File: src/rtl/lock_pkg.sv
// Shared constants for the password-lock front end: button indices, input counts
// and the default debounce interval.
package lock_pkg;

  localparam int unsigned NUM_SW   = 10;
  localparam int unsigned NUM_BTN  = 4;
  localparam int unsigned SW_IDX_W = 4;

  // 10 ms at 100 MHz.
  localparam int unsigned DEFAULT_DEBOUNCE_CYCLES = 1000000;

  localparam int unsigned BTN_RESET     = 0;
  localparam int unsigned BTN_ADMIN     = 1;
  localparam int unsigned BTN_OK        = 2;
  localparam int unsigned BTN_BACKSPACE = 3;

endpackage

File: src/rtl/debounce_bit.sv
// Single-bit counter debouncer. The level flips once the raw input has differed from it
// for Cycles consecutive clocks; rise_o/fall_o strobe in the cycle just before the flip.
module debounce_bit #(
  parameter int unsigned Cycles = 4
) (
  input  logic clk_i,
  input  logic rst_i,
  input  logic raw_i,
  input  logic init_i,
  output logic level_o,
  output logic rise_o,
  output logic fall_o
);

  localparam int unsigned CntW = $clog2(Cycles);
  localparam logic [CntW-1:0] CntMax = CntW'(Cycles - 1);

  logic [CntW-1:0] cnt_q, cnt_d;
  logic            level_q, level_d;
  logic            flip;

  // Count consecutive mismatches; the flip at CntMax keeps the counter from wrapping.
  always_comb begin
    cnt_d   = cnt_q;
    level_d = level_q;
    flip    = (raw_i != level_q) && (cnt_q == CntMax);
    if (raw_i == level_q) begin
      cnt_d = '0;
    end else if (flip) begin
      cnt_d   = '0;
      level_d = ~level_q;
    end else begin
      cnt_d = cnt_q + 1'b1;
    end
  end

  // Level and counter state; level reloads from init_i so reset never creates an edge.
  always_ff @(posedge clk_i) begin
    if (rst_i) begin
      cnt_q   <= '0;
      level_q <= init_i;
    end else begin
      cnt_q   <= cnt_d;
      level_q <= level_d;
    end
  end

  assign level_o = level_q;
  assign rise_o  = flip & ~level_q;
  assign fall_o  = flip & level_q;

endmodule

File: src/rtl/sw_btn_event_gen.sv
// Input conditioner for the lock controller: debounces switches and buttons, queues
// switch edge events behind a valid/ready handshake and pulses on button presses.
// Define SW_BTN_INPUT_SYNC_EN to add a 2-flop synchroniser ahead of every debouncer.
module sw_btn_event_gen
  import lock_pkg::*;
#(
  parameter int unsigned DEBOUNCE_CYCLES = DEFAULT_DEBOUNCE_CYCLES
) (
  input  logic                CLK,
  input  logic                RESET,
  input  logic [NUM_SW-1:0]   SW,
  input  logic [NUM_BTN-1:0]  BTN,
  output logic [NUM_SW-1:0]   SW_LEVEL,
  output logic                SW_EVT_VALID,
  output logic [SW_IDX_W-1:0] SW_EVT_IDX,
  output logic                SW_EVT_UP,
  input  logic                SW_EVT_READY,
  output logic [NUM_BTN-1:0]  BTN_PULSE,
  output logic [NUM_BTN-1:0]  BTN_LEVEL
);

  logic [NUM_SW-1:0]  sw_raw, sw_rise, sw_fall;
  logic [NUM_BTN-1:0] btn_raw, btn_rise, unused_btn_fall;
  logic [NUM_SW-1:0]  pend_q, pend_d, pend_up_q, pend_up_d;
  logic [NUM_BTN-1:0] btn_pulse_q;
  logic               accept;

`ifdef SW_BTN_INPUT_SYNC_EN
  logic [NUM_SW-1:0]  sw_meta_q, sw_sync_q;
  logic [NUM_BTN-1:0] btn_meta_q, btn_sync_q;

  // Two-flop synchronisers; switch flops load the pins so reset produces no edge.
  always_ff @(posedge CLK) begin
    if (RESET) begin
      sw_meta_q  <= SW;
      sw_sync_q  <= SW;
      btn_meta_q <= '0;
      btn_sync_q <= '0;
    end else begin
      sw_meta_q  <= SW;
      sw_sync_q  <= sw_meta_q;
      btn_meta_q <= BTN;
      btn_sync_q <= btn_meta_q;
    end
  end

  assign sw_raw  = sw_sync_q;
  assign btn_raw = btn_sync_q;
`else
  assign sw_raw  = SW;
  assign btn_raw = BTN;
`endif

  for (genvar i = 0; i < NUM_SW; i++) begin : g_sw_db
    debounce_bit #(
      .Cycles (DEBOUNCE_CYCLES)
    ) u_db (
      .clk_i   (CLK),
      .rst_i   (RESET),
      .raw_i   (sw_raw[i]),
      .init_i  (SW[i]),
      .level_o (SW_LEVEL[i]),
      .rise_o  (sw_rise[i]),
      .fall_o  (sw_fall[i])
    );
  end

  for (genvar k = 0; k < NUM_BTN; k++) begin : g_btn_db
    debounce_bit #(
      .Cycles (DEBOUNCE_CYCLES)
    ) u_db (
      .clk_i   (CLK),
      .rst_i   (RESET),
      .raw_i   (btn_raw[k]),
      .init_i  (1'b0),
      .level_o (BTN_LEVEL[k]),
      .rise_o  (btn_rise[k]),
      .fall_o  (unused_btn_fall[k])
    );
  end

  // Fixed-priority presentation: lowest pending index wins.
  always_comb begin
    SW_EVT_IDX = '0;
    for (int i = NUM_SW - 1; i >= 0; i--) begin
      if (pend_q[i]) SW_EVT_IDX = SW_IDX_W'(i);
    end
  end

  assign SW_EVT_VALID = |pend_q;
  assign SW_EVT_UP    = pend_up_q[SW_EVT_IDX];
  assign accept       = SW_EVT_VALID && SW_EVT_READY;

  // Pending-event update: accept clears the presented bit, a fresh edge on an already
  // pending switch cancels it, and an edge coinciding with its own accept re-arms it.
  always_comb begin
    pend_d    = pend_q;
    pend_up_d = pend_up_q;
    if (accept) pend_d[SW_EVT_IDX] = 1'b0;
    for (int i = 0; i < NUM_SW; i++) begin
      if (sw_rise[i] || sw_fall[i]) begin
        if (pend_q[i] && !(accept && (SW_EVT_IDX == SW_IDX_W'(i)))) begin
          pend_d[i] = 1'b0;
        end else begin
          pend_d[i]    = 1'b1;
          pend_up_d[i] = sw_rise[i];
        end
      end
    end
  end

  // Event queue and button pulse registers.
  always_ff @(posedge CLK) begin
    if (RESET) begin
      pend_q      <= '0;
      pend_up_q   <= '0;
      btn_pulse_q <= '0;
    end else begin
      pend_q      <= pend_d;
      pend_up_q   <= pend_up_d;
      btn_pulse_q <= btn_rise;
    end
  end

  assign BTN_PULSE = btn_pulse_q;

endmodule
File: config.mk
export PLATFORM = sky130hd
export DESIGN_NAME = sw_btn_event_gen
export DESIGN_NICKNAME = d
export VERILOG_FILES = /design/src/rtl/lock_pkg.sv /design/src/rtl/debounce_bit.sv /design/src/rtl/sw_btn_event_gen.sv
export SDC_FILE = /design/constraint.sdc
export NUM_CORES = 1
export LEC_CHECK = 0
export CAP_MARGIN = 10
export CORE_ASPECT_RATIO = 2
export CORE_MARGIN = 2
export CORE_UTILIZATION = 61
export DETAILED_ROUTE_END_ITERATION = 16
export GPL_ROUTABILITY_DRIVEN = 0
export MAX_ROUTING_LAYER = met4
export PLACE_DENSITY_LB_ADDON = 0.1
export SLEW_MARGIN = 0
export SYNTH_ARGS = -nofsm -noshare
export SYNTH_HDL_FRONTEND = slang
export SYNTH_SLANG_ARGS = --single-unit
File: constraint.sdc
create_clock -name CLK -period 2.2 [get_ports CLK]
set_input_delay 0.44 -clock CLK [delete_from_list [all_inputs] [get_ports CLK]]
set_output_delay 0.44 -clock CLK [all_outputs]
set_load 0.02 [all_outputs]
## Word-level counts from Yosys, hierarchy flattened

Index checks and enable logic that the tools add are counted.

| storage, ports and cells | value |
|---|---|
| register bits after elaboration | 318 |
| bits in latches | 0 |
| bits in writable memories | 0 |
| bits in read-only memories | 0 |
| input port bits | 17 |
| logic and storage cells | 361 |
| memories | 0 |

| cells by class | value |
|---|---|
| add/sub/neg operators | 14 |
| multiply operators | 0 |
| div/mod/pow operators | 0 |
| magnitude comparators | 2 |
| equal/unequal tests | 61 |
| shifts and indexed selects | 0 |
| muxes and demuxes | 65 |
| bitwise operators | 54 |
| reduce and logical (&&, ||, !) cells | 116 |

Operators by type and width:

| operator | count |
|---|---|
| $add 20x1->20 const B | 14 |
| $eq 20x20->1 const B | 14 |
| $mux 1 | 52 |
| $reduce_and 2->1 | 24 |
| $reduce_or 3->1 | 14 |
| $mux 4 | 10 |
| $reduce_bool 2->1 | 20 |
| $logic_and 1x1->1 | 36 |
| $not 1->1 | 28 |
| $and 1x1->1 | 24 |
| $ne 2x2->1 const B | 10 |
| $eq 4x3->1 const B | 4 |
| $eq 1x1->1 | 14 |
| $ne 1x1->1 | 14 |
| $and 10x10->10 | 1 |
| $logic_not 1->1 | 10 |
| $logic_or 1x1->1 | 10 |
| $mux 10 | 1 |
| $not 10->10 | 1 |
| $reduce_or 10->1 | 1 |
| $eq 4x2->1 const B | 2 |
| $eq 4x4->1 const B | 2 |
| $lt 4x5->1 const B | 1 |
| $bmux 1 s4 | 1 |
| other kinds (4) | 4 |

## Depth between registers and ports, before layout

| depth | value |
|---|---|
| word-level depth | 18 |
| gate-level depth with buffers | 8 |
| depth with buffers taken out | 7 |

## Cells and area by module

A second synthesis with hierarchy kept.

| unflattened totals | value |
|---|---|
| cells, all modules | 1,688 |
| area, all modules | 15,347.2 um^2 |

Modules (own cells, without submodules):

| module | times used | cells each | area each (um^2) | sequential area each (um^2) |
|---|---|---|---|---|
| debounce_bit | 14 | 110 | 1,009.7 | 430.4 |
| sw_btn_event_gen | 1 | 148 | 1,211.2 | 480.5 |

## Worst setup path before layout

Ideal clock, no wire load.

| path | value |
|---|---|
| path type | reg-to-output |
| from | register pend_q[5] |
| to | output SW_EVT_UP |
| data arrival time | 1,803 ps |
| required time | 1,760 ps |
| slack | -43 ps |
| cell stages (with the launch flop) | 7 |
| path buffers | 0 |
| path through | dfxtp_1 -> or3_1 -> o21ai_1 -> inv_2 -> o221a_2 -> a211oi_1 -> a221o_1 |

| between the ends | value |
|---|---|
| word-level cells in the longest chain between the ends | 8 |

Ends and longest elaborated chain:

| item | line | text |
|---|---|---|
| from (decl) | sw_btn_event_gen.sv:24 | `logic [NUM_SW-1:0] pend_q, pend_d, pend_up_q, pend_up_d;` |
| from (signal assigned) | sw_btn_event_gen.sv:119 | `pend_q <= pend_d;` |
| $mux 4 (6 in series) | sw_btn_event_gen.sv:86 | `if (pend_q[i]) SW_EVT_IDX = SW_IDX_W'(i);` |
| via SW_EVT_IDX[0] | sw_btn_event_gen.sv:15 | `output logic [SW_IDX_W-1:0] SW_EVT_IDX,` |
| $bmux 1 s4 | sw_btn_event_gen.sv:91 | `assign SW_EVT_UP = pend_up_q[SW_EVT_IDX];` |
| $mux 1 (implied by the code) | sw_btn_event_gen.sv:91 |  |
| to (decl) | sw_btn_event_gen.sv:16 | `output logic SW_EVT_UP,` |

The timed path passes the listed nets, and every way through them passes these cells. The select of a mux whose other input is x is not followed.

## Worst setup path after layout

| path | value |
|---|---|
| from | register pend_q[1] |
| to | output SW_EVT_UP |

| between the ends | value |
|---|---|
| word-level cells in the longest chain between the ends | 4 |

Ends and longest elaborated chain:

| item | line |
|---|---|
| $mux 4 (2 in series) | sw_btn_event_gen.sv:86 |
| $bmux 1 s4 | sw_btn_event_gen.sv:91 |
| $mux 1 (implied by the code) | sw_btn_event_gen.sv:91 |

No other way between the ends. The select of a mux whose other input is x is not followed.

==> results.toml <==
[run_status]
status = "finished with violations"
violations = "negative setup slack"

[sta]
max_freq_ghz = 0.3655
rsz0062_at_grt = "true"
period_minus_slack_ns = 2.736
timing_worst_slew_pin_value_ns = 0.6022
worst_setup_skew_after_layout_ns = 0.01444
report.final.setup_viol = 14
timing_max_transition_violations_final = 0
finalHoldViolCount = 0
setup_ws_ns = -0.5358
worst_max_slew_margin_expressed_relative_to_the_limit = 0.5948
setup-tns-final_ns = -2.330
timing.final.crit_share = 1.244
final.hold.worst_slack_ns = 0.2564

[worst_setup_path]
r2r_cells = 9
worstSetupPathType = "flip-flop to output port"
end_kind = "output port"
critical_path.reg2reg.startpoint = "pend_q[1]$_SDFFE_PP0P_"
r2r-end = "pend_up_q[5]$_SDFFE_PP0P_"
critPathLaunchType = "flip-flop"
setup.reg_to_reg.worst_slack_ns = -0.18
crit_required_ns = 1.76
crit_path_max_fanout = 5
cp.arrival_ns = 2.30

[die]
io-pin-count = 41
std_cell_rows = 78
core_um2 = 22640
dieWidth_um = 111.1
die_area_um2 = 24250
initial_core_util = 0.6184
fp.dieH_um = 218.3

[clock_tree]
cts_tree = "done"
cts_inserted_buffers = 28
ctsHoldBuffers = 0
cts-root-to-sink-buffers = 3
clock_pin_slew_reported_for_the_worst_setup_and_hold_paths_after_clock_tree_synthesis_ns = 0.06
cts_max_level = 1
clock_insertion_delay_worst_skew_ns = 0.55
cts_root_buffer = "sky130_fd_sc_hd__clkbuf_16"
tritoncts_num_sinks = 318

[flow_run]
max_cap_violations = 0

[logic_synthesis]
synth-warning-count = 0
postSynthRegisterBits = 318
synthDominantAreaCellType = "sky130_fd_sc_hd__dfxtp_1"
synth_edf_count = 10
most_common_cell_in_the_netlist = "sky130_fd_sc_hd__nor2_1"
yosysTopAreaCellShare = 0.4404
syn_avg_cell_area_um2 = 8.861
synthDistinctLibCells = 61
asyncSetResetFlopFracSynth = 0
synth_commonest_cells = "sky130_fd_sc_hd__nor2_1 (351), sky130_fd_sc_hd__dfxtp_1 (308), sky130_fd_sc_hd__xor2_1 (172)"
synth_top_cells_by_area = "sky130_fd_sc_hd__dfxtp_1 (44%), sky130_fd_sc_hd__xor2_1 (11%), sky130_fd_sc_hd__nor2_1 (9.4%)"
synth.cell_area_um2 = 14000
dominantRegCellSynth = "sky130_fd_sc_hd__dfxtp_1"
yosysSeqAreaShare = 0.4618
synth_cells = 1580
syn-num-nets = 1611

[power]
static-leakage-power_nw = 5.862
power_per_cell_area_nw_per_um2 = 687.4
power.total_mw = 11.30
highest_ir_drop_seen_on_vdd_uv = 693.0

[cells_and_area]
final_area_um2 = 16440
filler_cell_count = 1765
final_core_utilization = 0.7262
area_growth_syn_to_layout_pct = 17.44
layout-drive-gt1-share = 0.1184
nNetsFinal = 1716
fin_cells = 1987

[placed_design]
placedInstanceArea_um2 = 15150
dpl.cell_count = 1918
preCtsSetupSlack_ns = -0.4070
portBuffers = 40
place.detailed.hpwl_mm = 18.73

[hold_path]
min-delay-path-class = "input port to flip-flop"
holdPathEnd = "pend_q[8]$_SDFFE_PP0P_"
holdPathStages = 2
min-delay-start = "RESET"

[global_routing]
grt_pass1_vias = 10813
global_route.usage.total = 0.2307
grt_remaining_overflow = 0
grt_max_degree = 23
grt_antenna_before_repair = 1
wire_length_of_the_first_global_routing_pass_mm = 46.93

[detailed_routing]
detailroute.via_count = 10775
drt-initial-drc-count = 437
pre_antenna_drt_iters = 6
dr_drc_count = 0
drt-vias-per-instance = 5.423
detail_route.wirelength_mm = 27.32
avgRoutedWirePerCell_um = 13.75
antenna_left = 0
## sequential cells by signal, indices dropped and copies added, names as in the netlist
signal / cells
g_btn_db.u_db.cnt_q: 80
g_btn_db.u_db.level_o: 4
pend_q: 10
g_sw_db.u_db.cnt_q: 200
g_sw_db.u_db.level_o: 10
BTN_PULSE: 4
pend_up_q: 10
## cells in the final DEF, fill, tap and decap left out, types with 12 or more instances in the layout
cell | Yosys | final
sky130_fd_sc_hd__clkdlybuf4s50_1 | 0 | 33
sky130_fd_sc_hd__inv_1 | 37 | 37
sky130_fd_sc_hd__dfxtp_1 | 308 | 300
sky130_fd_sc_hd__o21ai_0 | 12 | 12
sky130_fd_sc_hd__nor4b_1 | 17 | 17
sky130_fd_sc_hd__and3_1 | 58 | 58
sky130_fd_sc_hd__and4_1 | 24 | 24
sky130_fd_sc_hd__nor3_1 | 22 | 22
sky130_fd_sc_hd__nand4_1 | 40 | 40
sky130_fd_sc_hd__buf_6 | 0 | 19
sky130_fd_sc_hd__nand2_1 | 109 | 107
sky130_fd_sc_hd__xor2_1 | 172 | 172
sky130_fd_sc_hd__nor2_1 | 351 | 347
sky130_fd_sc_hd__xnor2_1 | 104 | 104
sky130_fd_sc_hd__ha_1 | 14 | 14
sky130_fd_sc_hd__nand3_1 | 113 | 113
sky130_fd_sc_hd__buf_4 | 14 | 62
sky130_fd_sc_hd__clkbuf_16 | 0 | 30
sky130_fd_sc_hd__nor4_1 | 14 | 14
## logic make-up (layout without fill, tap and decap cells)
logic type / count (synthesis) / in the layout / synth area share
and+or+nand+nor: 827 / 827 / 0.2942
DFF: 318 / 318 / 0.4618
xor gates and xnor gates: 276 / 276 / 0.1727
buffers and inverters: 89 / 215 / 0.02913
AOI/OAI and AO/OA: 50 / 50 / 0.02520
adders and majority gates: 14 / 14 / 0.01251
muxes: 6 / 6 / 0.004468
other: 0 / 1 / 0
## worst max path at each step
| stage | start | end | slack (ns) |
|---|---|---|---|
| finish | pend_q[1]$_SDFFE_PP0P_ | SW_EVT_UP | -0.54 |
| global route | pend_q[8]$_SDFFE_PP0P_ | SW_EVT_UP | -0.57 |
| CTS | pend_q[3]$_SDFFE_PP0P_ | SW_EVT_UP | -0.47 |
| detailed placement | pend_q[8]$_SDFFE_PP0P_ | SW_EVT_UP | -0.41 |
| global placement | pend_q[8]$_SDFFE_PP0P_ | SW_EVT_UP | -0.40 |
| floorplan | pend_q[5]$_SDFFE_PP0P_ | SW_EVT_UP | 0.05 |
## per-layer routing
| layer | vias up | global-route usage | share of wire |
|---|---|---|---|
| met5 | - | - | 0 |
| met4 | 0 | 0.09136 | 0.033 |
| met3 | 60 | 0.02745 | 0.029 |
| met2 | 114 | 0.4290 | 0.53 |
| met1 | 5097 | 0.2488 | 0.40 |
| li1 | 5504 | - | - |
## area by class of cell
class / count / area (um^2) / share of cell area
diodes: 1 / 2.502 / 0.0001522
well taps: 280 / 350.3 / 0.02131
flip-flops and latches: 318 / 6481 / 0.3942
repair buffers: 126 / 1235 / 0.07510
inverters: 38 / 142.6 / 0.008674
clock buffers: 40 / 828.3 / 0.05037
multi-input cells: 1173 / 7295 / 0.4436
clock inverters: 11 / 108.9 / 0.006620
## power by group
part	internal, mW	switching, mW	total, mW	leakage [nW]
logic	0.191	0.241	0.432	2.80
clock network	2.86	2.12	4.98	0.470
registers	5.84	0.0576	5.89	2.59
total	8.88	2.42	11.3	5.86
## repair_timing
action / 4_1_cts / 5_1_grt
pin swaps: 9 / 18
endpoints found under the setup margin: 8 / 36
buffers inserted: 6 / 13
gates resized for setup: 62 / 28
## worst max-delay path, cell delays in order, from the launching register on
cell and delay [ns]:
sky130_fd_sc_hd__dfxtp_4 0.36, sky130_fd_sc_hd__or3_4 0.40, sky130_fd_sc_hd__o21ai_4 0.15, sky130_fd_sc_hd__inv_2 0.06, sky130_fd_sc_hd__buf_6 0.12, sky130_fd_sc_hd__nand2_2 0.09, sky130_fd_sc_hd__nand2_2 0.08, sky130_fd_sc_hd__a221o_1 0.34
sky130_fd_sc_hd__buf_6 0.14
Power figures use the tool's default switching activity.
